`src/rtl/dcache_store_buffer_if.sv`:
```
// dcache_store_buffer_if: store push, D-cache write request, load conflict and status signals
interface dcache_store_buffer_if #(parameter int DEPTH = 4) ();
  logic push_valid;
  logic push_ready;
  logic [31:0] push_addr;
  logic [31:0] push_data;
  logic [3:0] push_wen;
  logic cache_req_valid;
  logic cache_req_ready;
  logic [31:0] cache_req_addr;
  logic [31:0] cache_req_data;
  logic [3:0] cache_req_wen;
  logic ld_valid;
  logic [31:0] ld_addr;
  logic ld_conflict;
  logic empty;
  logic full;
  logic [$clog2(DEPTH):0] count;
  modport master (
    output push_valid, push_addr, push_data, push_wen, cache_req_ready, ld_valid, ld_addr,
    input push_ready, cache_req_valid, cache_req_addr, cache_req_data, cache_req_wen,
    input ld_conflict, empty, full, count
  );
  modport slave (
    input push_valid, push_addr, push_data, push_wen, cache_req_ready, ld_valid, ld_addr,
    output push_ready, cache_req_valid, cache_req_addr, cache_req_data, cache_req_wen,
    output ld_conflict, empty, full, count
  );
endinterface

```
`src/rtl/dcache_store_buffer.sv`:
```
// dcache_store_buffer: FIFO of committed word stores toward the D-cache with tail byte merge and load conflict detect
module dcache_store_buffer #(
  parameter int DEPTH = 4,
  localparam int PTR_W = $clog2(DEPTH)
) (
  input logic clk,
  input logic rst,
  dcache_store_buffer_if.slave sb
);
  localparam logic [PTR_W:0] CNT_MAX = (PTR_W+1)'(DEPTH);
  localparam logic [PTR_W:0] CNT_ONE = (PTR_W+1)'(1);
  logic [29:0] addr_q [DEPTH];
  logic [31:0] data_q [DEPTH];
  logic [3:0] wen_q [DEPTH];
  logic [PTR_W-1:0] head, tail, tail_m1;
  logic [PTR_W:0] cnt;
  logic pop, merge_ok, accept, new_entry, unused_bits;
  logic [DEPTH-1:0] hit;
  assign tail_m1 = tail - 1'b1;
  assign pop = cnt != '0 && sb.cache_req_ready;
  assign merge_ok = sb.push_valid && cnt != '0 && sb.push_addr[31:2] == addr_q[tail_m1] && !(cnt == CNT_ONE && pop);
  assign accept = sb.push_valid && sb.push_ready && sb.push_wen != 4'b0000;
  assign new_entry = accept && !merge_ok;
  assign sb.push_ready = cnt != CNT_MAX || merge_ok;
  assign sb.cache_req_valid = cnt != '0;
  assign sb.cache_req_addr = {addr_q[head], 2'b00};
  assign sb.cache_req_data = data_q[head];
  assign sb.cache_req_wen = wen_q[head];
  assign sb.empty = cnt == '0;
  assign sb.full = cnt == CNT_MAX;
  assign sb.count = cnt;
  assign sb.ld_conflict = sb.ld_valid && |hit;
  assign unused_bits = ^{sb.push_addr[1:0], sb.ld_addr[1:0]};
  always_comb begin
    hit = '0;
    for (int i = 0; i < DEPTH; i++)
      hit[i] = {1'b0, PTR_W'(PTR_W'(i) - head)} < cnt && addr_q[i] == sb.ld_addr[31:2] && wen_q[i] != 4'b0000;
  end
  always_ff @(posedge clk) begin
    if (rst) begin
      head <= '0;
      tail <= '0;
      cnt <= '0;
      for (int i = 0; i < DEPTH; i++) wen_q[i] <= '0;
    end else begin
      if (pop) head <= head + 1'b1;
      if (new_entry) begin
        addr_q[tail] <= sb.push_addr[31:2];
        data_q[tail] <= sb.push_data;
        wen_q[tail] <= sb.push_wen;
        tail <= tail + 1'b1;
      end else if (accept) begin
        for (int i = 0; i < 4; i++)
          if (sb.push_wen[i]) data_q[tail_m1][8*i +: 8] <= sb.push_data[8*i +: 8];
        wen_q[tail_m1] <= wen_q[tail_m1] | sb.push_wen;
      end
      cnt <= (new_entry && !pop) ? cnt + 1'b1 : (!new_entry && pop) ? cnt - 1'b1 : cnt;
    end
  end
endmodule

```
`src/flat_wrapper.sv`:
```
// flat-port wrapper written by rule: the top's interface ports become plain ports
module dcache_store_buffer_flat 
#(
  parameter int DEPTH = 4,
  localparam int PTR_W = $clog2(DEPTH)
)
  (clk, rst, sb_push_valid, sb_push_addr, sb_push_data, sb_push_wen, sb_cache_req_ready, sb_ld_valid, sb_ld_addr, sb_push_ready, sb_cache_req_valid, sb_cache_req_addr, sb_cache_req_data, sb_cache_req_wen, sb_ld_conflict, sb_empty, sb_full, sb_count);
  dcache_store_buffer_if #(.DEPTH(DEPTH)) sb_i ();
  input logic clk;
  input logic rst;
  input wire logic [$bits(sb_i.push_valid)-1:0] sb_push_valid;
  input wire logic [$bits(sb_i.push_addr)-1:0] sb_push_addr;
  input wire logic [$bits(sb_i.push_data)-1:0] sb_push_data;
  input wire logic [$bits(sb_i.push_wen)-1:0] sb_push_wen;
  input wire logic [$bits(sb_i.cache_req_ready)-1:0] sb_cache_req_ready;
  input wire logic [$bits(sb_i.ld_valid)-1:0] sb_ld_valid;
  input wire logic [$bits(sb_i.ld_addr)-1:0] sb_ld_addr;
  output wire logic [$bits(sb_i.push_ready)-1:0] sb_push_ready;
  output wire logic [$bits(sb_i.cache_req_valid)-1:0] sb_cache_req_valid;
  output wire logic [$bits(sb_i.cache_req_addr)-1:0] sb_cache_req_addr;
  output wire logic [$bits(sb_i.cache_req_data)-1:0] sb_cache_req_data;
  output wire logic [$bits(sb_i.cache_req_wen)-1:0] sb_cache_req_wen;
  output wire logic [$bits(sb_i.ld_conflict)-1:0] sb_ld_conflict;
  output wire logic [$bits(sb_i.empty)-1:0] sb_empty;
  output wire logic [$bits(sb_i.full)-1:0] sb_full;
  output wire logic [$bits(sb_i.count)-1:0] sb_count;
  assign sb_i.push_valid = sb_push_valid;
  assign sb_i.push_addr = sb_push_addr;
  assign sb_i.push_data = sb_push_data;
  assign sb_i.push_wen = sb_push_wen;
  assign sb_i.cache_req_ready = sb_cache_req_ready;
  assign sb_i.ld_valid = sb_ld_valid;
  assign sb_i.ld_addr = sb_ld_addr;
  assign sb_push_ready = sb_i.push_ready;
  assign sb_cache_req_valid = sb_i.cache_req_valid;
  assign sb_cache_req_addr = sb_i.cache_req_addr;
  assign sb_cache_req_data = sb_i.cache_req_data;
  assign sb_cache_req_wen = sb_i.cache_req_wen;
  assign sb_ld_conflict = sb_i.ld_conflict;
  assign sb_empty = sb_i.empty;
  assign sb_full = sb_i.full;
  assign sb_count = sb_i.count;
  dcache_store_buffer #(.DEPTH(DEPTH)) u_core (.clk(clk), .rst(rst), .sb(sb_i));
endmodule
```
`config.mk`:
```
export PLATFORM = sky130hd
export DESIGN_NAME = dcache_store_buffer_flat
export DESIGN_NICKNAME = d
export VERILOG_FILES = /design/src/rtl/dcache_store_buffer_if.sv /design/src/rtl/dcache_store_buffer.sv /design/src/flat_wrapper.sv
export SDC_FILE = /design/constraint.sdc
export NUM_CORES = 1
export LEC_CHECK = 0
export CORE_MARGIN = 3
export CORE_UTILIZATION = 40
export DETAILED_ROUTE_END_ITERATION = 16
export PLACE_DENSITY = 0.67
export SYNTH_ARGS = -nofsm -noshare
export SYNTH_HDL_FRONTEND = slang
export SYNTH_SLANG_ARGS = --single-unit
```
`constraint.sdc`:
```
create_clock -name clk -period 14.5 [get_ports clk]
set_input_delay 2.9 -clock clk [delete_from_list [all_inputs] [get_ports clk]]
set_output_delay 2.9 -clock clk [all_outputs]
set_load 0.01 [all_outputs]
```
==> run_results.csv, run 1 <==
group,metric,value,unit
synthesis,synth_edf_count,264,
critical_path,critPathKind,"input port to output pin",
clocking,clk_latency,550,ps
timing,min_period_over_period,61.53,%
synthesis,synth_top_flop_cell,"edfxtp_1",
synthesis,ys_ff_latch,273,
timing,setup_tns,0,ps
global_route,grt-ovfl-total,0,
critical_path,required,11600,ps
routing,ant_nets,0,
global_route,busiest_layer,"met2",
critical_path,rr_startpoint,"u_core.tail[0]$_SDFFE_PP0P_",
global_route,grt_util_met1,26.48,%
hold_path,hold_depth,2,
routing,dr.pass1.iters,5,
place,place_congestion,0.8267,
floorplanning,rows,65,
synthesis,synth_top_area_cell,"edfxtp_1",
critical_path,crit_path_start_kind,"input port",
floorplanning,coreArea,32040,sq um
routing,drc,0,
place,dpl.hpwl,23590,um
critical_path,end_kind,"output pin",
routing,via_per_inst,5.517,
timing,worst_pin_slew,985.4,ps
power_and_ir_drop,leakagePower,5.174,nW
clocking,clk_pin_slew,50,ps
global_route,use_met2,29.60,%
cells_and_area,num_antenna_cells,0,
floorplanning,dieWidth,187.7,um
timing,setup_viol,0,
place,port_buffers,174,
hold_path,hold_path.class,"register to register",
clocking,clock_sinks,273,
timing,setup_ws,5578,ps
clocking,ctsHoldBuffers,0,
timing,fmax,112.1,MHz
critical_path,startpoint,"sb_push_addr[29]",
critical_path,crit_arrival,6020,ps
global_route,grt_use_met3,3.832,%
floorplanning,start_util,41.21,%
timing,period_needed,8922,ps
job,cap_violations,0,
routing,wl_per_cell,23.52,um
hold_path,hp-start,"u_core.sb.count[1]$_SDFFE_PP0P_",
clocking,cts_tree,"built",
global_route,track_usage,18.73,%
clocking,post_cts_resized,0,
critical_path,r2r_slack,8130,ps
synthesis,synth_cell_type_count,49,
run_status,status,"completed",
timing,slew_viol_final,0,
timing,fin_skew,13.94,ps
synthesis,yosys.area.top_type_share,60.04,%
clocking,cts_max_level,1,
synthesis,synthArstFlopShare,0,%
power_and_ir_drop,powerDensity,150.5,nW/um^2
cells_and_area,layout.cells.non_filler,1413,
power_and_ir_drop,ir_worst_vdd,91.89,uV
synthesis,synth.avg_cell_area,16.95,sq um
clocking,clock_path_buffers,3,
clocking,post-cts-setup-buffers,0,
cells_and_area,layout_commonest_cell,"edfxtp_1",
critical_path,crit_fanout,8,
routing,drtIter0Drc,662,
synthesis,synth.top_cells.by_area,"edfxtp_1 60%, mux4_2 16%, xor2_1 5.9%, xnor2_1 4.2%, mux2i_1 1.4%",
synthesis,syn_inst,779,
clocking,root_buffer,"clkbuf_16",
cells_and_area,drive_gt1_share,15.64,%
synthesis,syn-cell-area,13200,sq um
timing,relSlewSlack,34.30,%
synthesis,seq_area_frac_synth,61.40,%
global_route,grt_max_degree,38,
floorplanning,dieArea,35230,sq um
routing,vias,7795,
global_route,grt_first_pass_wirelength,50480,um
synthesis,ys_warn_count,0,
floorplanning,die_h,187.7,um
cells_and_area,final_cell_mix,"264 x edfxtp_1, 174 x clkdlybuf4s50_1, 92 x mux4_2",
routing,wl,33240,um
floorplanning,io_pins,181,
cells_and_area,area_delta_synth_final,23.95,%
global_route,antenna_found_initial,2,
timing,hold_viol,0,
critical_path,r2r_cells,11,
timing,rsz0062_at_grt,"no",
cells_and_area,nNetsFinal,1077,
place,dp.cells,1362,
place,dpl_worst_slack,5576,ps
clocking,numCtsBuffers,30,
global_route,grt_pass1_vias,8073,
==> synthesized netlist by cell type, types with 2 or more instances <==
library cell / count
nand2b_1: 3
nand2_1: 5
edfxtp_1: 264
nor4_1: 29
nand3_1: 5
clkbuf_1: 16
xnor2_1: 64
or2_2: 2
o2111ai_1: 4
buf_2: 7
buf_4: 3
inv_1: 9
and3_1: 5
o41ai_1: 2
dfxtp_1: 9
a2111oi_0: 3
o21ba_1: 2
nor2_1: 30
o21ai_0: 9
a22oi_1: 5
a211oi_1: 8
o2bb2ai_1: 2
o22ai_1: 3
mux4_2: 92
ha_1: 13
mux2i_1: 19
nor3_1: 4
a21oi_1: 20
o21ba_2: 2
buf_1: 8
nor3b_1: 4
nand4_1: 16
or4_1: 4
xor2_1: 89
nand3b_1: 2
buf_6: 2
or3_1: 3
==> critical path, stage by stage <==
cell and delay [ps]:
clkdlybuf4s50_1 640, nor3_1 100, a211o_1 270, or4_1 570, or4_1 700, o21ai_0 200, clkdlybuf4s50_1 620
==> cell families after synthesis <==
group	synth area share, %
other	0.02840
adder cells (fa/ha/maj)	1.232
flip-flops	61.40
multiplexers	17.22
XOR/XNOR	10.15
AND/OR/NAND/NOR	4.909
buffers and inverters	1.545
AO/OA/AOI/OAI	3.516
==> final timing paths <==
kind                                endpoint
min          u_core.sb.count[1]$_SDFFE_PP0P_
min reg2reg  u_core.sb.count[1]$_SDFFE_PP0P_
max                            sb_push_ready
max reg2reg   u_core.data_q[0][24]$_DFFE_PP_
==> final cells by class <==
| type | count | area (sq um) |
|---|---|---|
| flip-flops and latches | 273 | 8117 |
| repair buffers | 183 | 1809 |
| inverters | 9 | 33.78 |
| clock inverters | 14 | 168.9 |
| multi-input cells | 462 | 4896 |
| fillers | 2641 | 15680 |
| clock buffers | 37 | 798.3 |
| well taps | 435 | 544.3 |
==> through the flow <==
step                      cell area, sq um  power, mW  util [%]  hold slack [ps]
after floorplan                      13210      1.395         -            519.6
after global placement               15400      1.735     48.06            555.5
after detailed placement             15400      1.735     48.06            571.2
after CTS                            16370      2.490     51.08            589.5
after global routing                 16370      2.573     51.08            619.5
final                                16370      2.463     51.08            574.4
==> registers in the layout, indices dropped and copies added, names as in the netlist, named ones only <==
name / count
u_core.sb.count: 3
u_core.head: 2
u_core.tail: 2
u_core.data_q: 128
u_core.wen_q: 16
u_core.addr_q: 120
==> per-layer routing <==
| layer | vias up | wire (um) |
|---|---|---|
| li1 | 3494 | - |
| met1 | 3903 | 14190 |
| met2 | 338 | 15480 |
| met3 | 56 | 2528 |
| met4 | 4 | 1004 |
| met5 | - | 27 |
==> power by group <==
part	total [mW]	internal, mW	leakage [nW]	switching (mW)
Sequential	0.985	0.920	2.49	0.0646
Combinational	0.729	0.391	2.21	0.339
Clock	0.749	0.456	0.476	0.293
Note: power is estimated with default switching activity, not from simulation.
==> run 2: changes to the inputs <==
==> constraint.sdc (replaced) <==
create_clock -name clk -period 9.25 [get_ports clk]
set_input_delay 1.85 -clock clk [delete_from_list [all_inputs] [get_ports clk]]
set_output_delay 1.85 -clock clk [all_outputs]
set_load 0.01 [all_outputs]
==> run_results.csv, run 2 (synthesis gave the netlist of run 1 again) <==
group,metric,value,unit
floorplanning,die_h,187.7,um
cells_and_area,layout.cells.non_filler,1415,
global_route,grt_use_met3,4.094,%
clocking,post_cts_resized,0,
place,dpl.hpwl,23790,um
routing,drtIter0Drc,634,
global_route,track_usage,19.01,%
critical_path,critPathKind,"register to output pin",
timing,relSlewSlack,35.97,%
critical_path,crit_path_start_kind,"register",
hold_path,hold_path.class,"register to register",
floorplanning,dieWidth,187.7,um
place,place_congestion,0.8411,
cells_and_area,layout_commonest_cell,"edfxtp_1",
clocking,ctsHoldBuffers,0,
timing,period_needed,6964,ps
floorplanning,dieArea,35230,sq um
timing,fmax,143.6,MHz
floorplanning,io_pins,181,
critical_path,crit_fanout,26,
hold_path,hp-start,"u_core.sb.count[1]$_SDFFE_PP0P_",
run_status,status,"completed",
place,port_buffers,174,
power_and_ir_drop,powerDensity,234.9,nW/um^2
cells_and_area,largest-register,"u_core.data_q",
critical_path,r2r_cells,11,
clocking,clock_path_buffers,3,
timing,setup_tns,0,ps
power_and_ir_drop,leakagePower,5.153,nW
hold_path,min_to,"u_core.sb.count[1]$_SDFFE_PP0P_",
cells_and_area,final-seq-area,8117,sq um
routing,vias,7896,
hold_path,hold_depth,2,
routing,via_per_inst,5.580,
routing,wl_per_cell,24.02,um
cells_and_area,n_fill_cell,2715,
clocking,cts_tree,"built",
cells_and_area,drive_gt1_share,15.51,%
cells_and_area,largest_reg_flops,128,
critical_path,end_kind,"output pin",
place,dp.cells,1363,
routing,wl,33990,um
clocking,post-cts-setup-buffers,0,
cells_and_area,stdcell_area,16350,sq um
floorplanning,coreArea,32040,sq um
cells_and_area,final_cell_mix,"264 x edfxtp_1, 174 x clkdlybuf4s50_1, 92 x mux4_2",
global_route,grt_max_degree,40,
global_route,busiest_layer,"met2",
cells_and_area,reg.largest.list,"u_core.data_q: 128 flops, u_core.addr_q: 120 flops, u_core.wen_q: 16 flops",
cells_and_area,nNetsFinal,1078,
power_and_ir_drop,ir_worst_vdd,174.1,uV
power_and_ir_drop,p_total,3.840,mW
routing,dr.pass1.iters,5,
critical_path,regToRegEndpoint,"u_core.data_q[0][26]$_DFFE_PP_",
critical_path,required,7400,ps
clocking,cts_max_level,1,
clocking,clock_sinks,273,
routing,ant_nets,0,
critical_path,crit_arrival,5110,ps
timing,slew_viol_final,0,
timing,setup_viol,0,
timing,fin_skew,11.91,ps
global_route,grt_first_pass_wirelength,51070,um
cells_and_area,num_antenna_cells,0,
global_route,use_met2,30.45,%
floorplanning,rows,65,
floorplanning,start_util,41.21,%
job,cap_violations,0,
clocking,clk_pin_slew,60,ps
global_route,grt_pass1_vias,8179,
timing,rsz0062_at_grt,"no",
routing,drc,0,
global_route,grt_util_met1,26.46,%
critical_path,r2r_slack,3580,ps
clocking,numCtsBuffers,30,
place,place_area,15410,sq um
timing,hold_viol,0,
cells_and_area,multiInputGateArea,4896,sq um
global_route,antenna_found_initial,2,
critical_path,rr_startpoint,"u_core.tail[1]$_SDFFE_PP0P_",
clocking,root_buffer,"clkbuf_16",
global_route,grt-ovfl-total,0,
timing,worst_pin_slew,960.4,ps
timing,min_period_over_period,75.29,%
cells_and_area,area_delta_synth_final,23.80,%
clocking,clk_latency,550,ps
-- run 2: cell count changes in the layout (fill, tap and decap cells not counted) --
| cell | previous run | this run |
|---|---|---|
| buf_4 | 9 | 10 |
| clkbuf_16 | 31 | 30 |
| bufinv_16 | 4 | 3 |
| clkinv_8 | 0 | 1 |
| inv_6 | 0 | 1 |
| clkbuf_1 | 6 | 8 |
| clkinv_4 | 1 | 0 |
| clkinv_1 | 4 | 5 |
| clkinvlp_4 | 0 | 2 |
| clkinv_2 | 5 | 2 |
-- run 2: critical path, stage by stage (launching register included) --
cell and delay, ps:
dfxtp_1 450, inv_1 140, ha_1 810, buf_4 500, inv_1 210, mux2_2 310
a221oi_1 380, nand3_1 140, or4_1 680, o21ai_0 280, clkdlybuf4s50_1 650
-- run 2: per-stage QoR --
stage                     setup WS [ps]  hold slack, ps  utilization, %
after floorplan                    3394           519.6               -
after CTS                          2299           579.7           51.02
after detailed placement           2382           563.7           48.08
after global placement             2398           550.0           48.08
final                              2286           563.3           51.02
after global routing               2008           627.7           51.02
-- run 2: worst max path at each step --
stage / start / end / slack (ps) / depth (start not counted)
3_3_place_gp: sb_push_addr[28] / sb_push_ready / 2400 / 7
2_1_floorplan: u_core.tail[0]$_SDFFE_PP0P_ / sb_push_ready / 3390 / 13
4_1_cts: u_core.tail[1]$_SDFFE_PP0P_ / sb_push_ready / 2300 / 10
3_5_place_dp: sb_push_addr[29] / sb_push_ready / 2380 / 7
6_report: u_core.tail[1]$_SDFFE_PP0P_ / sb_push_ready / 2290 / 10
5_1_grt: u_core.tail[1]$_SDFFE_PP0P_ / sb_push_ready / 2010 / 10
-- run 2: power by group --
part	internal (mW)	total, mW	leakage, nW	switching [mW]
combinational	0.615	1.16	2.21	0.542
sequential	1.44	1.54	2.49	0.0940
clock	0.677	1.15	0.449	0.470
-- run 2: area by class of cell --
class,count,share of cell area [%]
well taps,435,3.330
inverters,9,0.2067
clock inverters,14,0.9721
repair buffers,184,11.11
clock buffers,38,4.776
multi-input cells,462,29.95
flip-flops and latches,273,49.65
-- run 2: per-layer routing --
layer,up-vias,share of wire [%]
met5,-,0.082
met1,3983,42
met3,60,7.7
met4,4,2.9
met2,356,47
li1,3493,-
